--- src/rtl/regfile_dump_scanner_pkg.sv ---
// Shared definitions for the register-dump engine: FSM state encodings and default geometry.
// Optional checksum word is enabled by defining REGDUMP_CHECKSUM_EN.
package regfile_dump_scanner_pkg;

    typedef enum logic [2:0] {
        ST_IDLE = 3'd0,
        ST_LOAD = 3'd1,
        ST_SEND = 3'd2,
        ST_CSUM = 3'd3,
        ST_FIN  = 3'd4
    } state_t;

    localparam int DEF_NREG = 32;
    localparam int DEF_AW   = 5;
    localparam int DEF_DW   = 32;

endpackage

--- src/rtl/regfile_dump_scanner.sv ---
// Sweeps the register file debug port and streams {index, value} words over valid/ready.
// Define REGDUMP_CHECKSUM_EN to append an XOR checksum word after the last register.
module regfile_dump_scanner
    import regfile_dump_scanner_pkg::*;
#(
    parameter int NREG   = DEF_NREG,
    parameter int ADDR_W = DEF_AW,
    parameter int DATA_W = DEF_DW
) (
    input  logic              clk,
    input  logic              rst_n,
    input  logic              start,
    input  logic              abort,
    output logic              busy,
    output logic              done,
    output logic [ADDR_W-1:0] ra_debug,
    input  logic [DATA_W-1:0] ra_debug_data,
    output logic              out_valid,
    input  logic              out_ready,
    output logic [ADDR_W-1:0] out_idx,
    output logic [DATA_W-1:0] out_data,
    output logic              out_last,
    output logic              out_tag
);

    localparam int              LAST_INT = NREG - 1;
    localparam logic [ADDR_W:0] LAST_IDX = LAST_INT[ADDR_W:0];

    state_t            state_r;
    state_t            state_next_s;
    logic [ADDR_W:0]   idx_r;
    logic [ADDR_W:0]   idx_inc_s;
    logic              last_idx_s;
    logic              hs_s;
    logic              abort_s;

    assign idx_inc_s  = idx_r + {{ADDR_W{1'b0}}, 1'b1};
    assign last_idx_s = (idx_r == LAST_IDX);
    assign hs_s       = out_valid & out_ready;
    assign abort_s    = abort & (state_r != ST_IDLE);

`ifdef REGDUMP_CHECKSUM_EN
    logic [DATA_W-1:0] csum_r;

    function automatic logic [DATA_W-1:0] csum_fold(input logic [DATA_W-1:0] acc,
                                                    input logic [DATA_W-1:0] word);
        return acc ^ word;
    endfunction
`else
    assign out_tag = 1'b0;
`endif

    // State register
    always_ff @(posedge clk or negedge rst_n) begin
        if (!rst_n) begin
            state_r <= ST_IDLE;
        end else begin
            state_r <= state_next_s;
        end
    end

    // Next-state decode; abort beats every other event outside IDLE
    always_comb begin
        state_next_s = state_r;
        case (state_r)
            ST_IDLE: begin
                if (start && !abort) state_next_s = ST_LOAD;
                else                 state_next_s = ST_IDLE;
            end
            ST_LOAD: begin
                if (abort) state_next_s = ST_IDLE;
                else       state_next_s = ST_SEND;
            end
            ST_SEND: begin
                if (abort)            state_next_s = ST_IDLE;
                else if (!hs_s)       state_next_s = ST_SEND;
                else if (!last_idx_s) state_next_s = ST_LOAD;
`ifdef REGDUMP_CHECKSUM_EN
                else                  state_next_s = ST_CSUM;
`else
                else                  state_next_s = ST_FIN;
`endif
            end
            ST_CSUM: begin
`ifdef REGDUMP_CHECKSUM_EN
                if (abort)      state_next_s = ST_IDLE;
                else if (hs_s)  state_next_s = ST_FIN;
                else            state_next_s = ST_CSUM;
`else
                state_next_s = ST_IDLE;
`endif
            end
            ST_FIN:  state_next_s = ST_IDLE;
            default: state_next_s = ST_IDLE;
        endcase
    end

    // Index counter, read address, output word and status registers
    always_ff @(posedge clk or negedge rst_n) begin
        if (!rst_n) begin
            idx_r     <= '0;
            ra_debug  <= '0;
            busy      <= 1'b0;
            done      <= 1'b0;
            out_valid <= 1'b0;
            out_idx   <= '0;
            out_data  <= '0;
            out_last  <= 1'b0;
`ifdef REGDUMP_CHECKSUM_EN
            out_tag   <= 1'b0;
            csum_r    <= '0;
`endif
        end else if (abort_s) begin
            out_valid <= 1'b0;
            busy      <= 1'b0;
            done      <= 1'b0;
        end else begin
            case (state_r)
                ST_IDLE: begin
                    done <= 1'b0;
                    if (start && !abort) begin
                        idx_r    <= '0;
                        ra_debug <= '0;
                        busy     <= 1'b1;
`ifdef REGDUMP_CHECKSUM_EN
                        csum_r   <= '0;
`endif
                    end
                end
                ST_LOAD: begin
                    out_data  <= ra_debug_data;
                    out_idx   <= idx_r[ADDR_W-1:0];
                    out_valid <= 1'b1;
`ifdef REGDUMP_CHECKSUM_EN
                    out_last  <= 1'b0;
                    out_tag   <= 1'b0;
                    csum_r    <= csum_fold(csum_r, ra_debug_data);
`else
                    out_last  <= last_idx_s;
`endif
                end
                ST_SEND: begin
                    if (hs_s) begin
                        if (!last_idx_s) begin
                            idx_r     <= idx_inc_s;
                            ra_debug  <= idx_inc_s[ADDR_W-1:0];
                            out_valid <= 1'b0;
                        end else begin
`ifdef REGDUMP_CHECKSUM_EN
                            // Checksum word follows immediately; csum_r already folds every register
                            out_valid <= 1'b1;
                            out_tag   <= 1'b1;
                            out_idx   <= '0;
                            out_data  <= csum_r;
                            out_last  <= 1'b1;
`else
                            out_valid <= 1'b0;
                            done      <= 1'b1;
`endif
                        end
                    end
                end
                ST_CSUM: begin
                    if (hs_s) begin
                        out_valid <= 1'b0;
                        done      <= 1'b1;
                    end
                end
                ST_FIN: begin
                    done <= 1'b0;
                    busy <= 1'b0;
                end
                default: begin
                    out_valid <= 1'b0;
                    busy      <= 1'b0;
                    done      <= 1'b0;
                end
            endcase
        end
    end

endmodule

--- config.mk ---
export PLATFORM = sky130hd
export DESIGN_NAME = regfile_dump_scanner
export DESIGN_NICKNAME = d
export VERILOG_FILES = /design/src/rtl/regfile_dump_scanner_pkg.sv /design/src/rtl/regfile_dump_scanner.sv
export SDC_FILE = /design/constraint.sdc
export NUM_CORES = 1
export LEC_CHECK = 0
export BUFFER_PORTS_ARGS = -buffer_cell sky130_fd_sc_hd__buf_4
export CELL_PAD_IN_SITES_DETAIL_PLACEMENT = 0
export CELL_PAD_IN_SITES_GLOBAL_PLACEMENT = 1
export CORE_AREA = 2 2 76 78
export CTS_CLUSTER_DIAMETER = 80
export DETAILED_ROUTE_END_ITERATION = 10
export DIE_AREA = 0 0 78 80
export GPL_TIMING_DRIVEN = 0
export PLACE_DENSITY = 0.93
export SYNTH_ARGS = -nofsm -noshare
export SYNTH_HDL_FRONTEND = slang
export SYNTH_SLANG_ARGS = --single-unit
--- constraint.sdc ---
create_clock -name clk -period 2.89 [get_ports clk]
set_clock_uncertainty 0.05 [all_clocks]
set_input_delay 0.4335 -clock clk [delete_from_list [all_inputs] [get_ports clk]]
set_output_delay 0.4335 -clock clk [all_outputs]
set_load 0.1 [all_outputs]
==> impl_metrics.yaml <==
route:
  dr_total_vias: 1507
  wl_per_cell_um: 13.5
  drc: 0
  firstDrtPassIters: 4
  antenna_left: 0
  wl_um: 4280
  drt-initial-drc-count: 40
  vias_per_cell: 4.75
grt:
  antenna_found_initial: 0
  grtUsageTotal_pct: 14.5
  grt_pass1_vias: 1618
  grt_max_degree: 51
  gr-total-overflow: 0
  grt_pass1_wl_um: 7160
finish:
  fin_util_pct: 54.0
  areaGrowthSynthToFinish_pct: 37.1
  antenna_cells: 0
  final_area_sq_um: 2920
  final_cell_mix: "buf_4, dfrtp_1, mux2_2, clkbuf_8"
  final_common_cell: "buf_4"
  layout-drive-gt1-share_pct: 59.6
  final_cells: 317
  nets: 282
synth:
  avgSynthCellArea_sq_um: 13.6
  synth.distinct_cells: 34
  netlist_area_sq_um: 2130
  syn_nets: 194
  yosysWarningCount: 0
  ys_ff_latch: 50
  synthCells: 156
  yosysSeqAreaShare_pct: 58.8
worst_setup_path:
  setup.worst_path.class: "flip-flop to flip-flop"
  cp-start-kind: "flip-flop"
  arrival_ps: 2110
  crit_family: "compound AO/OA/AOI/OAI gates"
  cp-startpoint: "ra_debug[0]"
  path_buf_inv: 1
  max_stage_delay_ps: 460
  worstPathCellList: "ha_1 -> nand3_1 -> o211ai_1 -> and2_4 -> inv_1 -> a22o_1"
  path_max_fanout: 6
  cp.depth: 6
  reg2reg_depth: 6
  rr_endpoint: "ra_debug[3]"
  cp_slowest_cell: "o211ai_1"
  reg2reg_from: "ra_debug[0]"
  r2r_slack_ps: 930
  crit_required_ps: 3040
  endpoint_kind: "flip-flop"
place:
  place_congestion: 0.745
  hpwlAfterDp_um: 3190
  placed_area_sq_um: 2830
  pre_cts_ws_ps: 864
  dp.cells: 309
  io_buffers: 81
timing:
  slew_headroom_pct: 59.4
  post-route-min-period_ps: 1960
  finalSetupViolCount: 0
  fmax_mhz: 510
  slew_viol_final: 0
  layout_setup_ws_ps: 928
  worst_pin_slew_ps: 608
  rsz0062_at_grt: "no"
  tns_ps: 0
  post-route-period-util_pct: 67.9
  hold_ws_ps: 90.4
  final-hold-violation-count: 0
cts:
  post_cts_buffers: 0
  cts_buffers: 5
  cts_tree: "done"
  clock_latency_ps: 300
  clkTransAtPathRegs_ps: 90
  clock_sinks: 50
  cts-root-buf: "clkbuf_8"
  cts_resized: 0
  clock_path_buffers: 2
  h-tree-depth: 2
  hold_buffers: 0
outcome:
  status: "complete, no violations"
floorplan:
  io_pins: 84
  core_area_sq_um: 5410
  fp-row-count: 27
  die_h_um: 80
  initial_core_util_pct: 39.4
  die_w_um: 78
  dieArea_sq_um: 6240
power_and_ir_drop:
  peakVddDrop_uv: 600
  total_power_mw: 3.17
  cellLeakagePower_nw: 1.46
  pwr_density_cell_nw_per_um2: 1090
hold_path:
  hp-class: "primary input to asynchronous set/reset pin"
job:
  drv_cap: 0
-- sequential cells by signal (all words and copies together) (netlist names) --
signal	count
busy	1
done	1
idx_r	2
out_data	32
out_idx	5
out_last	1
out_valid	1
ra_debug	4
state_r	3
-- synthesized netlist by cell type --
library cell   n  share of area, %
a22o_2         2              0.94
mux2_2        38                20
and4bb_2       1              0.59
a22o_1         1              0.41
inv_1          5              0.88
or4b_4         1              0.65
conb_1         1              0.18
nor2_1         4              0.71
nand2b_1       2              0.59
and2_1         1              0.29
a221o_2        1              0.53
xor2_1         1              0.41
nor3b_1        2              0.71
nand3_1        3              0.71
nor2b_1        3              0.88
a211o_1        2              0.82
nand2_1        3              0.53
o32a_2         1              0.53
and2_4         1              0.41
buf_2          5               1.2
buf_6          2               1.1
a22oi_1        1              0.35
or2_1          1              0.29
dfrtp_1       50                59
ha_1           1              0.59
o211ai_1       2              0.71
o21ai_0        2              0.47
a211oi_1       1              0.35
and3_1         2              0.59
nor3_1         3              0.71
nand3b_1       1              0.35
nor4_1         3              0.88
a21oi_1        3              0.71
buf_4          6               2.1
-- kinds of logic after synthesis --
logic type	synth area share [%]
xor+xnor	0.412
compound gates	5.82
simple gates	8.88
other cells	0.176
buf+inv	5.23
mux	20.1
fa+ha+maj	0.588
flops	58.8
-- worst max-delay path by stage --
| stage | end | slack [ps] |
|---|---|---|
| floorplan | ra_debug[3] | 740 |
| global placement | out_data[22] | 890 |
| detailed placement | out_data[19] | 860 |
| finish | ra_debug[3] | 930 |
| CTS | out_data[19] | 910 |
| global route | ra_debug[3] | 710 |
-- area by class of cell --
class	instances	area, sq um
fill	505	2490
buffer	13	92.6
multi-input combinational	88	766
sequential	50	1250
clock inverter	1	5.00
tap	72	90.1
clock buffer	7	86.3
timing repair buffer	81	608
inverter	5	18.8
-- where the power goes --
group / internal [mW] / switching [mW] / leakage, nW
Clock: 0.193 / 0.221 / 0.0482
Sequential: 0.866 / 0.0922 / 0.624
Combinational: 0.387 / 1.41 / 0.789
-- routing by layer --
metal / wire [um] / share of wire [%] / track usage [%] / vias up
li1: - / - / - / 722
met1: 1740 / 41 / 16.5 / 731
met2: 2180 / 51 / 25.6 / 48
met3: 312 / 7.3 / 5.09 / 6
met4: 45 / 1.1 / 4.21 / 0
met5: 0 / 0 / 0 / -
No activity file was read; power rests on OpenSTA's default activity.
